File: src/rtl/debounce_pkg.sv
// Shared defaults and the threshold clamp for the multi-channel debouncer.
package debounce_pkg;
  localparam int DEF_CHANNELS    = 8;
  localparam int DEF_SYNC_STAGES = 2;
  localparam int DEF_COUNT_W     = 16;
  localparam int MAX_COUNT_W     = 32;

  // A threshold of zero would never qualify, so it behaves like one tick.
  function automatic logic [MAX_COUNT_W-1:0] eff_thresh(input logic [MAX_COUNT_W-1:0] t);
    return (t == '0) ? MAX_COUNT_W'(1) : t;
  endfunction
endpackage

File: src/rtl/debounce_channel.sv
// One debounce channel: synchroniser, stability counter, filtered level and edge pulses.
module debounce_channel
  import debounce_pkg::*;
#(
  parameter int   SYNC_STAGES = DEF_SYNC_STAGES,
  parameter int   COUNT_W     = DEF_COUNT_W,
  parameter logic RESET_VAL   = 1'b0
) (
  input  logic               clk,
  input  logic               rst,
  input  logic               en_i,
  input  logic [COUNT_W-1:0] thr_m1_i,
  input  logic               in_i,
  output logic               out_o,
  output logic               rise_o,
  output logic               fall_o,
  output logic               edge_d_o
);
  logic [SYNC_STAGES-1:0] sync_q;
  logic                   s, s_prev_q;
  logic [COUNT_W-1:0]     cnt_q, cnt_d;
  logic                   out_q, out_d, rise_q, rise_d, fall_q, fall_d;

  assign s = sync_q[SYNC_STAGES-1];

  // cnt never exceeds thr_m1_i, so the increment cannot wrap even at the max threshold.
  always_comb begin
    cnt_d  = cnt_q;
    out_d  = out_q;
    rise_d = 1'b0;
    fall_d = 1'b0;
    if (s != s_prev_q || s == out_q) begin
      cnt_d = '0;
    end else if (en_i) begin
      if (cnt_q >= thr_m1_i) begin
        cnt_d  = '0;
        out_d  = s;
        rise_d = s;
        fall_d = ~s;
      end else begin
        cnt_d = cnt_q + COUNT_W'(1);
      end
    end
  end

  always_ff @(posedge clk) begin
    if (rst) begin
      sync_q   <= {SYNC_STAGES{RESET_VAL}};
      s_prev_q <= RESET_VAL;
      cnt_q    <= '0;
      out_q    <= RESET_VAL;
      rise_q   <= 1'b0;
      fall_q   <= 1'b0;
    end else begin
      sync_q   <= {sync_q[SYNC_STAGES-2:0], in_i};
      s_prev_q <= s;
      cnt_q    <= cnt_d;
      out_q    <= out_d;
      rise_q   <= rise_d;
      fall_q   <= fall_d;
    end
  end

  assign out_o    = out_q;
  assign rise_o   = rise_q;
  assign fall_o   = fall_q;
  assign edge_d_o = rise_d | fall_d;
endmodule

File: src/rtl/debounce_bank.sv
// Bank of independent debounce channels sharing one threshold and count-enable tick.
module debounce_bank
  import debounce_pkg::*;
#(
  parameter int                  CHANNELS    = DEF_CHANNELS,
  parameter int                  SYNC_STAGES = DEF_SYNC_STAGES,
  parameter int                  COUNT_W     = DEF_COUNT_W,
  parameter logic [CHANNELS-1:0] RESET_VAL   = '0
) (
  input  logic                clk,
  input  logic                rst,
  input  logic                en_i,
  input  logic [COUNT_W-1:0]  thresh_i,
  input  logic [CHANNELS-1:0] in_i,
  output logic [CHANNELS-1:0] out_o,
  output logic [CHANNELS-1:0] rise_o,
  output logic [CHANNELS-1:0] fall_o,
  output logic                changed_o
);
  logic [COUNT_W-1:0]  thr_m1;
  logic [CHANNELS-1:0] edge_d;
  logic                changed_q;

  // Channels compare against T-1; T is at least 1 so this never underflows.
  assign thr_m1 = COUNT_W'(eff_thresh(MAX_COUNT_W'(thresh_i)) - MAX_COUNT_W'(1));

  for (genvar i = 0; i < CHANNELS; i++) begin : g_ch
    debounce_channel #(
      .SYNC_STAGES(SYNC_STAGES),
      .COUNT_W    (COUNT_W),
      .RESET_VAL  (RESET_VAL[i])
    ) u_ch (
      .clk     (clk),
      .rst     (rst),
      .en_i    (en_i),
      .thr_m1_i(thr_m1),
      .in_i    (in_i[i]),
      .out_o   (out_o[i]),
      .rise_o  (rise_o[i]),
      .fall_o  (fall_o[i]),
      .edge_d_o(edge_d[i])
    );
  end

  // Built from the channels' next-state edges so it lines up with rise_o/fall_o.
  always_ff @(posedge clk) begin
    if (rst) changed_q <= 1'b0;
    else     changed_q <= |edge_d;
  end

  assign changed_o = changed_q;
endmodule

File: config.mk
export PLATFORM = sky130hd
export DESIGN_NAME = debounce_bank
export DESIGN_NICKNAME = d
export VERILOG_FILES = /design/src/rtl/debounce_pkg.sv /design/src/rtl/debounce_channel.sv /design/src/rtl/debounce_bank.sv
export SDC_FILE = /design/constraint.sdc
export NUM_CORES = 1
export LEC_CHECK = 0
export BUFFER_PORTS_ARGS = -buffer_cell sky130_fd_sc_hd__clkbuf_2
export CAP_MARGIN = 20
export CORE_MARGIN = 8
export CORE_UTILIZATION = 55
export CTS_BUF_LIST = sky130_fd_sc_hd__clkbuf_4
export DETAILED_ROUTE_END_ITERATION = 7
export PLACE_DENSITY = 0.77
export SYNTH_ARGS = -nofsm -noshare
export SYNTH_HDL_FRONTEND = slang
export SYNTH_SLANG_ARGS = --single-unit
export TNS_END_PERCENT = 1
File: constraint.sdc
create_clock -name clk -period 5.8 [get_ports clk]
set_input_delay 0.58 -clock clk [delete_from_list [all_inputs] [get_ports clk]]
set_output_delay 0.58 -clock clk [all_outputs]
set_load 0.02 [all_outputs]
# ---- Word-level counts from Yosys, hierarchy flattened
# Index checks and enable logic that the tools add are counted.
dict set report op_classes {
  n_addsub 9
  magnitude_cmp 8
  n_eq_ne 16
  mux 57
  n_bitwise 24
  n_reduce_logical 26
}
# operator count
set ops {}
lappend ops {{$mux 16} 9}
lappend ops {{$add 16x1->16 const B} 8}
lappend ops {{$ge 16x16->1} 8}
lappend ops {{$mux 1} 48}
lappend ops {{$reduce_and 3->1} 8}
lappend ops {{$logic_not 16->1} 1}
lappend ops {{$not 1->1} 16}
lappend ops {{$reduce_or 2->1} 8}
lappend ops {{$sub 16x1->16 const B} 1}
lappend ops {{$eq 1x1->1} 8}
lappend ops {{$logic_or 1x1->1} 8}
lappend ops {{$ne 1x1->1} 8}
lappend ops {{$or 1x1->1} 8}
lappend ops {{$reduce_or 8->1} 1}
dict set report word_totals {
  regBits 177
  in_bits 27
  output_inout_bits 25
}

# ---- Depth between registers and ports, before layout
# Gate-level depths: netlist of run 1.
dict set report depth {
  word_depth 9
  mapped_depth 18
  depth_no_buf 18
}

# ---- Hierarchy
# A second synthesis of run 1 with hierarchy kept.
dict set report hier_totals {
  hier_cells 1257
  area_unflattened_um2 11273.3
}
# module n_inst cells_each area_each_um2 seq_area_each_um2
set by_module_without_submodules {}
lappend by_module_without_submodules {debounce_channel 8 151 1362.6 440.4}
lappend by_module_without_submodules {debounce_bank 1 49 372.9 20.0}

# ---- Least setup slack after synthesis of run 1
# OpenSTA, ideal clock, no wires.
dict set report synth_timing {
  path_kind {input to register}
  startpoint {input port thresh_i[6]}
  endpoint {register g_ch[5].u_ch.cnt_q[10]}
  arrival_time_ns 4.155
  t_required_ns 5.736
  slack_ns 1.581
  path_stages 18
  n_path_buf 1
  cell_sequence {nor4_4 > nand3b_1 > nor2_1 > a21oi_1 > ha_1 > nand2b_1 > nor2_1 > xnor2_1 > ha_1 > o21a_1 > o2111ai_1 > a31oi_1 > o32a_1 > a21oi_1 > o311ai_4 > a21o_2 > buf_4 > nor2_1}
}
dict set report synth_via {
  elab_chain_cells 5
}
# item line
set synth_lines {}
lappend synth_lines {{from (decl)} debounce_bank.sv:13} ;# input logic [COUNT_W-1:0] thresh_i,
lappend synth_lines {{$logic_not 16->1} debounce_pkg.sv:10} ;# return (t == '0) ? MAX_COUNT_W'(1) : t;
lappend synth_lines {{$mux 16 (*)} debounce_pkg.sv:10}
lappend synth_lines {{$sub 16x1->16 (*)} debounce_bank.sv:25} ;# assign thr_m1 = COUNT_W'(eff_thresh(MAX_COUNT_W'(thresh_i)) - MAX_COUNT_W'(1));
lappend synth_lines {{$ge 16x16->1 (*)} debounce_channel.sv:35} ;# if (cnt_q >= thr_m1_i) begin
lappend synth_lines {{$mux 16 (*)} debounce_channel.sv:35}
lappend synth_lines {{to (signal assigned)} debounce_channel.sv:57} ;# cnt_q <= cnt_d;
lappend synth_lines {{to (decl)} debounce_channel.sv:21} ;# logic [COUNT_W-1:0] cnt_q, cnt_d;
# Mark *: on every way between the ends. The rest lies on a longest branch, timed or not.
# A chain may end at the register's enable or synchronous reset.

# ---- Final worst setup path of run 1
dict set report layout_timing {
  startpoint {input port thresh_i[6]}
  endpoint {register g_ch[2].u_ch.cnt_q[10]}
}
dict set report layout_via {
  elab_chain_cells 5
}
# item line
set layout_lines {}
lappend layout_lines {{$logic_not 16->1} debounce_pkg.sv:10}
lappend layout_lines {{$mux 16 (*)} debounce_pkg.sv:10}
lappend layout_lines {{$sub 16x1->16 (*)} debounce_bank.sv:25}
lappend layout_lines {{$ge 16x16->1 (*)} debounce_channel.sv:35}
lappend layout_lines {{$mux 16 (*)} debounce_channel.sv:35}
lappend layout_lines {{to (signal assigned)} debounce_channel.sv:57}
lappend layout_lines {{to (decl)} debounce_channel.sv:21}
# Marked as above.

==> impl_metrics.tcl, run 1 <==
set metrics [dict create \
    cts_root_buf "clkbuf_4" \
    maxCapViolations 0 \
    grt_max_degree 53 \
    max_freq_mhz 230 \
    final_area_um2 10800 \
    clock_latency_ns 0.59 \
    finalWirelength_um 23600 \
    setup_slack_ns 1.45 \
    syn_area_um2 10200 \
    crit_chain "clkbuf_2, nor4_4, nand3b_1, nor2_1, a21oi_1, ha_1, nand2b_1, nor2_1, xnor2_1, buf_4, ha_1, a41oi_1, o22a_1, o21ai_0, maj3_1, a21oi_1, o21ai_1, nor2_1" \
    vias 8204 \
    worstPathRequired_ns 6.25 \
    stdcell_count 1445 \
    slowest_stage "o21ai_1" \
    synth_top_flop_cell "dfxtp_1" \
    status "complete, no violations" \
    grt-ovfl-total 0 \
    area_growth_syn_to_layout_pct 5.65 \
    cts_buffers 17 \
    post-cts-setup-buffers 0 \
    antenna_found_initial 1 \
    place_ws_ns 0.898 \
    grt_pass1_wl_um 39200 \
    async_flop_share 0 \
    ys_seq_area_frac 0.346 \
    dpl.cell_count 1415 \
    syn_inst 1165 \
    num_rows 50 \
    crit_top_cell "nor2_1" \
    htreeDepth 4 \
    synth_edf_count 0 \
    peakVddDrop_mv 0.108 \
    fillers 1628 \
    cts_tree "done" \
    cts_hold_buf 0 \
    timing.reg2reg.setup_slack_ns 2.98 \
    worstHoldPathCells 2 \
    drive_gt1_frac 0.0910 \
    min_period_over_period 0.750 \
    slew_violations 0 \
    die_w_um 152 \
    grt_pass1_vias 7937 \
    core_region_area_um2 18500 \
    hold_end "g_ch[6].u_ch.sync_q[0]" \
    ys_seq_elements 177 \
    cp_top_family "compound AO/OA/AOI/OAI gates" \
    final_common_cell "nor2_1" \
    r2r-start "g_ch[2].u_ch.cnt_q[0]" \
    hold_path_class "input port to flop" \
    cp.arrival_ns 4.80 \
    crit_buf_inv 2 \
    cts_resized 0 \
    initialDrtViolationCount 440 \
    hp-start "in_i[6]" \
    cts.sinks 177 \
    viasPerCell 5.68 \
    synth.distinct_cells 69 \
    finalHoldViolations 0 \
    wl_per_cell_um 16.4 \
    p_total_uw 2090 \
    crit_path_start_kind "input port" \
    tightest_slew_ns 1.09 \
    grt_use_total 0.205 \
    slew_headroom 0.271 \
    layout_common_cells "nor2_1 (198), dfxtp_1 (177), ha_1 (129)" \
    drc 0 \
    rr_worst_depth 10 \
    r2r-end "g_ch[2].u_ch.cnt_q[10]" \
    end_kind "flop" \
    timing.setup.tns_ns 0 \
    worstPathMaxFanout 15 \
    die_area_um2 23300 \
    cts.clk_slew.worst_paths_ns 0.14 \
    syn-num-nets 1321 \
    ant_nets 0 \
    rsz0062_at_grt "no" \
    dp_hpwl_um 17200 \
    skew_ns 0.0130 \
    clock_path_buffers 2 \
    dpl_cell_area_um2 10600 \
    period_needed_ns 4.35 \
    die_h_um 152 \
    io_pins 52 \
    place_congestion 0.896 \
    portBuffers 51 \
    drt-pass1-iter-count 6 \
    start_util 0.553 \
    critPathKind "input port to flop" \
    p_leak_uw 0.00449 \
    power.density_nw_per_um2 193 \
    nets 1356 \
    max_stage_delay_ns 0.82 \
    syn_area_per_cell_um2 8.79 \
    yosysWarningCount 0 \
    setup_viol 0 \
]
-- kinds of logic after synthesis --
| group | count (synthesis) | synth area share |
|---|---|---|
| compound gates | 140 | 0.0955 |
| xor+xnor | 132 | 0.113 |
| fa+ha+maj | 131 | 0.159 |
| buf+inv | 67 | 0.0399 |
| flops | 177 | 0.346 |
| mux | 7 | 0.00855 |
| simple gates | 511 | 0.238 |
-- Yosys cell counts (5+ instances only) --
master | count | area share
a211oi_1 | 13 | 0.0095
a21o_1 | 23 | 0.017
a21oi_1 | 35 | 0.017
a31oi_1 | 5 | 0.0031
and2_1 | 7 | 0.0043
and3_1 | 41 | 0.025
and4_1 | 6 | 0.0051
buf_4 | 27 | 0.020
clkbuf_1 | 10 | 0.0037
dfxtp_1 | 177 | 0.35
ha_1 | 129 | 0.16
inv_1 | 19 | 0.0070
mux2i_1 | 5 | 0.0049
nand2_1 | 103 | 0.038
nand2b_1 | 12 | 0.0073
nand3_1 | 36 | 0.018
nand4_1 | 36 | 0.022
nor2_1 | 198 | 0.073
nor2b_1 | 35 | 0.021
nor3_1 | 15 | 0.0073
nor4_1 | 7 | 0.0043
o21ai_0 | 23 | 0.011
xnor2_1 | 43 | 0.037
xor2_1 | 89 | 0.076
-- area by class of cell --
| type | count | area, um^2 | share of cell area |
|---|---|---|---|
| well taps | 234 | 293 | 0.0270 |
| clock inverters | 8 | 116 | 0.0107 |
| diodes | 2 | 5.00 | 0.000462 |
| flip-flops and latches | 177 | 3540 | 0.327 |
| multi-input cells | 921 | 6290 | 0.581 |
| inverters | 19 | 71.3 | 0.00659 |
| clock buffers | 20 | 150 | 0.0139 |
| repair buffers | 64 | 353 | 0.0326 |
-- worst max path at each step --
stage	to	slack, ns	startpoint	cells past startpoint
2_1_floorplan	g_ch[5].u_ch.cnt_q[10]	1.58	thresh_i[6]	18
3_3_place_gp	g_ch[2].u_ch.cnt_q[12]	1.0	thresh_i[6]	18
3_5_place_dp	g_ch[2].u_ch.cnt_q[0]	0.90	thresh_i[6]	18
4_1_cts	g_ch[2].u_ch.cnt_q[4]	1.53	thresh_i[6]	18
5_1_grt	g_ch[2].u_ch.cnt_q[4]	1.13	thresh_i[6]	18
6_report	g_ch[2].u_ch.cnt_q[10]	1.45	thresh_i[6]	18
-- state kept, by name, indices dropped and copies added, names as in the netlist --
register and flops:
g_ch.u_ch.sync_q 16, g_ch.u_ch.out_o 8, g_ch.u_ch.cnt_q 128, g_ch.u_ch.rise_o 8, g_ch.u_ch.s_prev_q 8, g_ch.u_ch.fall_o 8, changed_o 1
-- where the power goes --
group / leakage [uW] / switching [uW] / internal, uW / total [uW]
Combinational: 0.00291 / 97.3 / 55.1 / 152
Clock: 0.000148 / 408 / 300 / 709
Sequential: 0.00143 / 4.13 / 1220 / 1230
-- through the flow --
step / util / hold slack, ns
5_1_grt: 0.585 / 0.183
2_1_floorplan: - / 0.414
6_report: 0.585 / 0.194
4_1_cts: 0.584 / 0.166
3_3_place_gp: 0.570 / 0.417
3_5_place_dp: 0.570 / 0.425
-- layer usage --
| metal | up-vias | track usage | part of all wire |
|---|---|---|---|
| li1 | 4097 | - | - |
| met1 | 3852 | 0.248 | 0.45 |
| met2 | 192 | 0.349 | 0.47 |
| met3 | 63 | 0.0383 | 0.043 |
| met4 | 0 | 0.0905 | 0.034 |
| met5 | - | 0 | 0 |
No activity file was read; power rests on OpenSTA's default activity.
==> inputs of run 2 (changes only) <==
ABC_AREA = 1   (was unset)
clock period = 4.45 ns   (was 5.8 ns; I/O delays follow)
==> run 2 against run 1 <==
  * Sequential share of layout area down 2.2 points
  * Synthesized cell count increased by 23%
  * Worst hold slack worse by 0.15 ns
  * Clock skew increased by 0.0049 ns
  * Wire length up 8.0%
  * Largest cell class unchanged
==> impl_metrics.tcl, run 2 <==
set metrics [dict create \
    yosysWarningCount 0 \
    area_growth_syn_to_layout_pct 7.23 \
    synth_edf_count 0 \
    syn-num-nets 1590 \
    cts_root_buf "clkbuf_4" \
    ys_seq_elements 177 \
    largest_reg_flops 128 \
    ys_seq_area_frac 0.327 \
    drt-pass1-iter-count 5 \
    place_congestion 0.866 \
    grt_pass1_wl_um 41800 \
    ant_nets 0 \
    rr_worst_depth 20 \
    syn_inst 1434 \
    drive_gt1_frac 0.117 \
    drc 0 \
    grt_use_total 0.214 \
    final_common_cell "nand2_1" \
    top_register "g_ch.u_ch.cnt_q" \
    setup_viol 0 \
    skew_ns 0.0179 \
    rsz0062_at_grt "no" \
    period_needed_ns 3.46 \
    cts.sinks 177 \
    layout_common_cells "nand2_1 (297), dfxtp_1 (177), inv_1 (172)" \
    peakVddDrop_mv 0.206 \
    synth_area_leaders "dfxtp_1 (33%), ha_1 (15%), nand2_1 (10%)" \
    num_rows 51 \
    p_leak_uw 0.00525 \
    cts_tree "done" \
    netlist_top_cells_count "nand2_1 (297), dfxtp_1 (177), inv_1 (172), nor2_1 (154), ha_1 (129)" \
    finalWirelength_um 25500 \
    maxCapViolations 0 \
    timing.setup.tns_ns 0 \
    end_kind "flop" \
    async_flop_share 0 \
    critPathKind "input port to flop" \
    clock_latency_ns 0.59 \
    final_area_um2 11600 \
    hp-start "in_i[7]" \
    die_area_um2 24400 \
    cts_resized 0 \
    clock_path_buffers 2 \
    hold_path_class "input port to flop" \
    setup_slack_ns 0.988 \
    io_pins 52 \
    core_region_area_um2 19400 \
    synth_top_area_share 0.327 \
    synth_top_flop_cell "dfxtp_1" \
    hold_slack_ns 0.0426 \
    dpl_cell_area_um2 11300 \
    place_ws_ns 0.432 \
    yosysTopAreaCell "dfxtp_1" \
    cp.arrival_ns 3.93 \
    hold_end "g_ch[7].u_ch.sync_q[0]" \
    tightest_slew_ns 0.850 \
    vias 9197 \
    grt-ovfl-total 0 \
    viasPerCell 5.23 \
    worstPathRequired_ns 4.91 \
    r2r-start "g_ch[1].u_ch.cnt_q[0]" \
    slew_violations 0 \
    crit_path_start_kind "input port" \
    worstPathMaxFanout 8 \
    nets 1635 \
    worstHoldPathCells 3 \
    reg_top3 "g_ch.u_ch.cnt_q (128), g_ch.u_ch.sync_q (16)" \
    status "complete, no violations" \
    syn_area_um2 10800 \
    dp_hpwl_um 18300 \
    min_period_over_period 0.778 \
    die_w_um 156 \
    max_freq_mhz 289 \
    grt_max_degree 43 \
    portBuffers 51 \
    timing.reg2reg.setup_slack_ns 2.03 \
    post-route-util 0.598 \
    power.density_nw_per_um2 249 \
    synth.distinct_cells 41 \
    grt_pass1_vias 8665 \
    start_util 0.558 \
    htreeDepth 4 \
    r2r-end "changed_o" \
    slew_headroom 0.430 \
    cts.clk_slew.worst_paths_ns 0.14 \
    synth.most_common_cell "nand2_1" \
    antenna_found_initial 1 \
    die_h_um 156 \
    finalHoldViolations 0 \
    cts_buffers 17 \
    syn_area_per_cell_um2 7.55 \
    wl_per_cell_um 14.5 \
    initialDrtViolationCount 514 \
]
[run 2: power breakdown]
group          leakage (uW)  switching (uW)  internal, uW
clock              0.000171             578           451
combinational       0.00365             174          82.3
sequential          0.00143            4.58          1590
[run 2: final cells by class]
class	instances	area, um^2
Fill cell	1836	7790
Antenna cell	1	2.50
Tap cell	265	332
Clock inverter	14	186
Timing Repair Buffer	73	440
Clock buffer	18	135
Inverter	179	672
Sequential cell	177	3540
Multi-Input combinational cell	1031	6290
[run 2: how the worst max path moves through the flow]
stage	from	end	slack, ns
3_5_place_dp	thresh_i[9]	changed_o	0.43
3_3_place_gp	thresh_i[9]	changed_o	0.57
5_1_grt	thresh_i[9]	changed_o	0.66
6_report	thresh_i[9]	changed_o	0.99
2_1_floorplan	thresh_i[5]	g_ch[5].u_ch.cnt_q[9]	1.04
4_1_cts	thresh_i[9]	changed_o	1.05
[run 2: per-layer routing]
layer	GRT usage	wire, um	vias up
li1	-	-	4730
met1	0.271	11800	4162
met2	0.350	11300	242
met3	0.0411	1550	63
met4	0.0906	862	0
met5	0	0	-
[run 2: per-stage QoR]
stage	power [uW]	instances
final	2880	1758
after global placement	1880	1722
after detailed placement	1880	1722
after floorplan	1780	1434
after CTS	2900	1756
after global routing	3000	1758
[run 2: logic make-up after synthesis]
group	share of synthesized area
AO/OA/AOI/OAI	0.0651
buffers and inverters	0.0911
adder cells (fa/ha/maj)	0.149
AND/OR/NAND/NOR	0.298
flip-flops	0.327
XOR/XNOR	0.0696
[run 2: timing repair]
item	CTS	global route
hold buffers	2	1
buffers inserted	0	0
endpoints found under the hold margin	2	1
[run 2: worst max-delay path: stages]
cell      delay (ns)
clkbuf_2        0.18
nor2_2          0.07
nand2_1         0.08
nor2_2          0.05
nand2_4         0.11
nand2_1         0.09
inv_1           0.10
ha_1            0.22
nand2_1         0.11
nor2_1          0.22
nand3_1         0.15
nor3_1          0.20
xnor2_1         0.18
buf_4           0.25
ha_1            0.26
inv_1           0.07
nor3_1          0.05
a211oi_1        0.32
nand2_2         0.12
nand3_1         0.20
nand2_1         0.08
nor2_1          0.26
a21oi_1         0.11
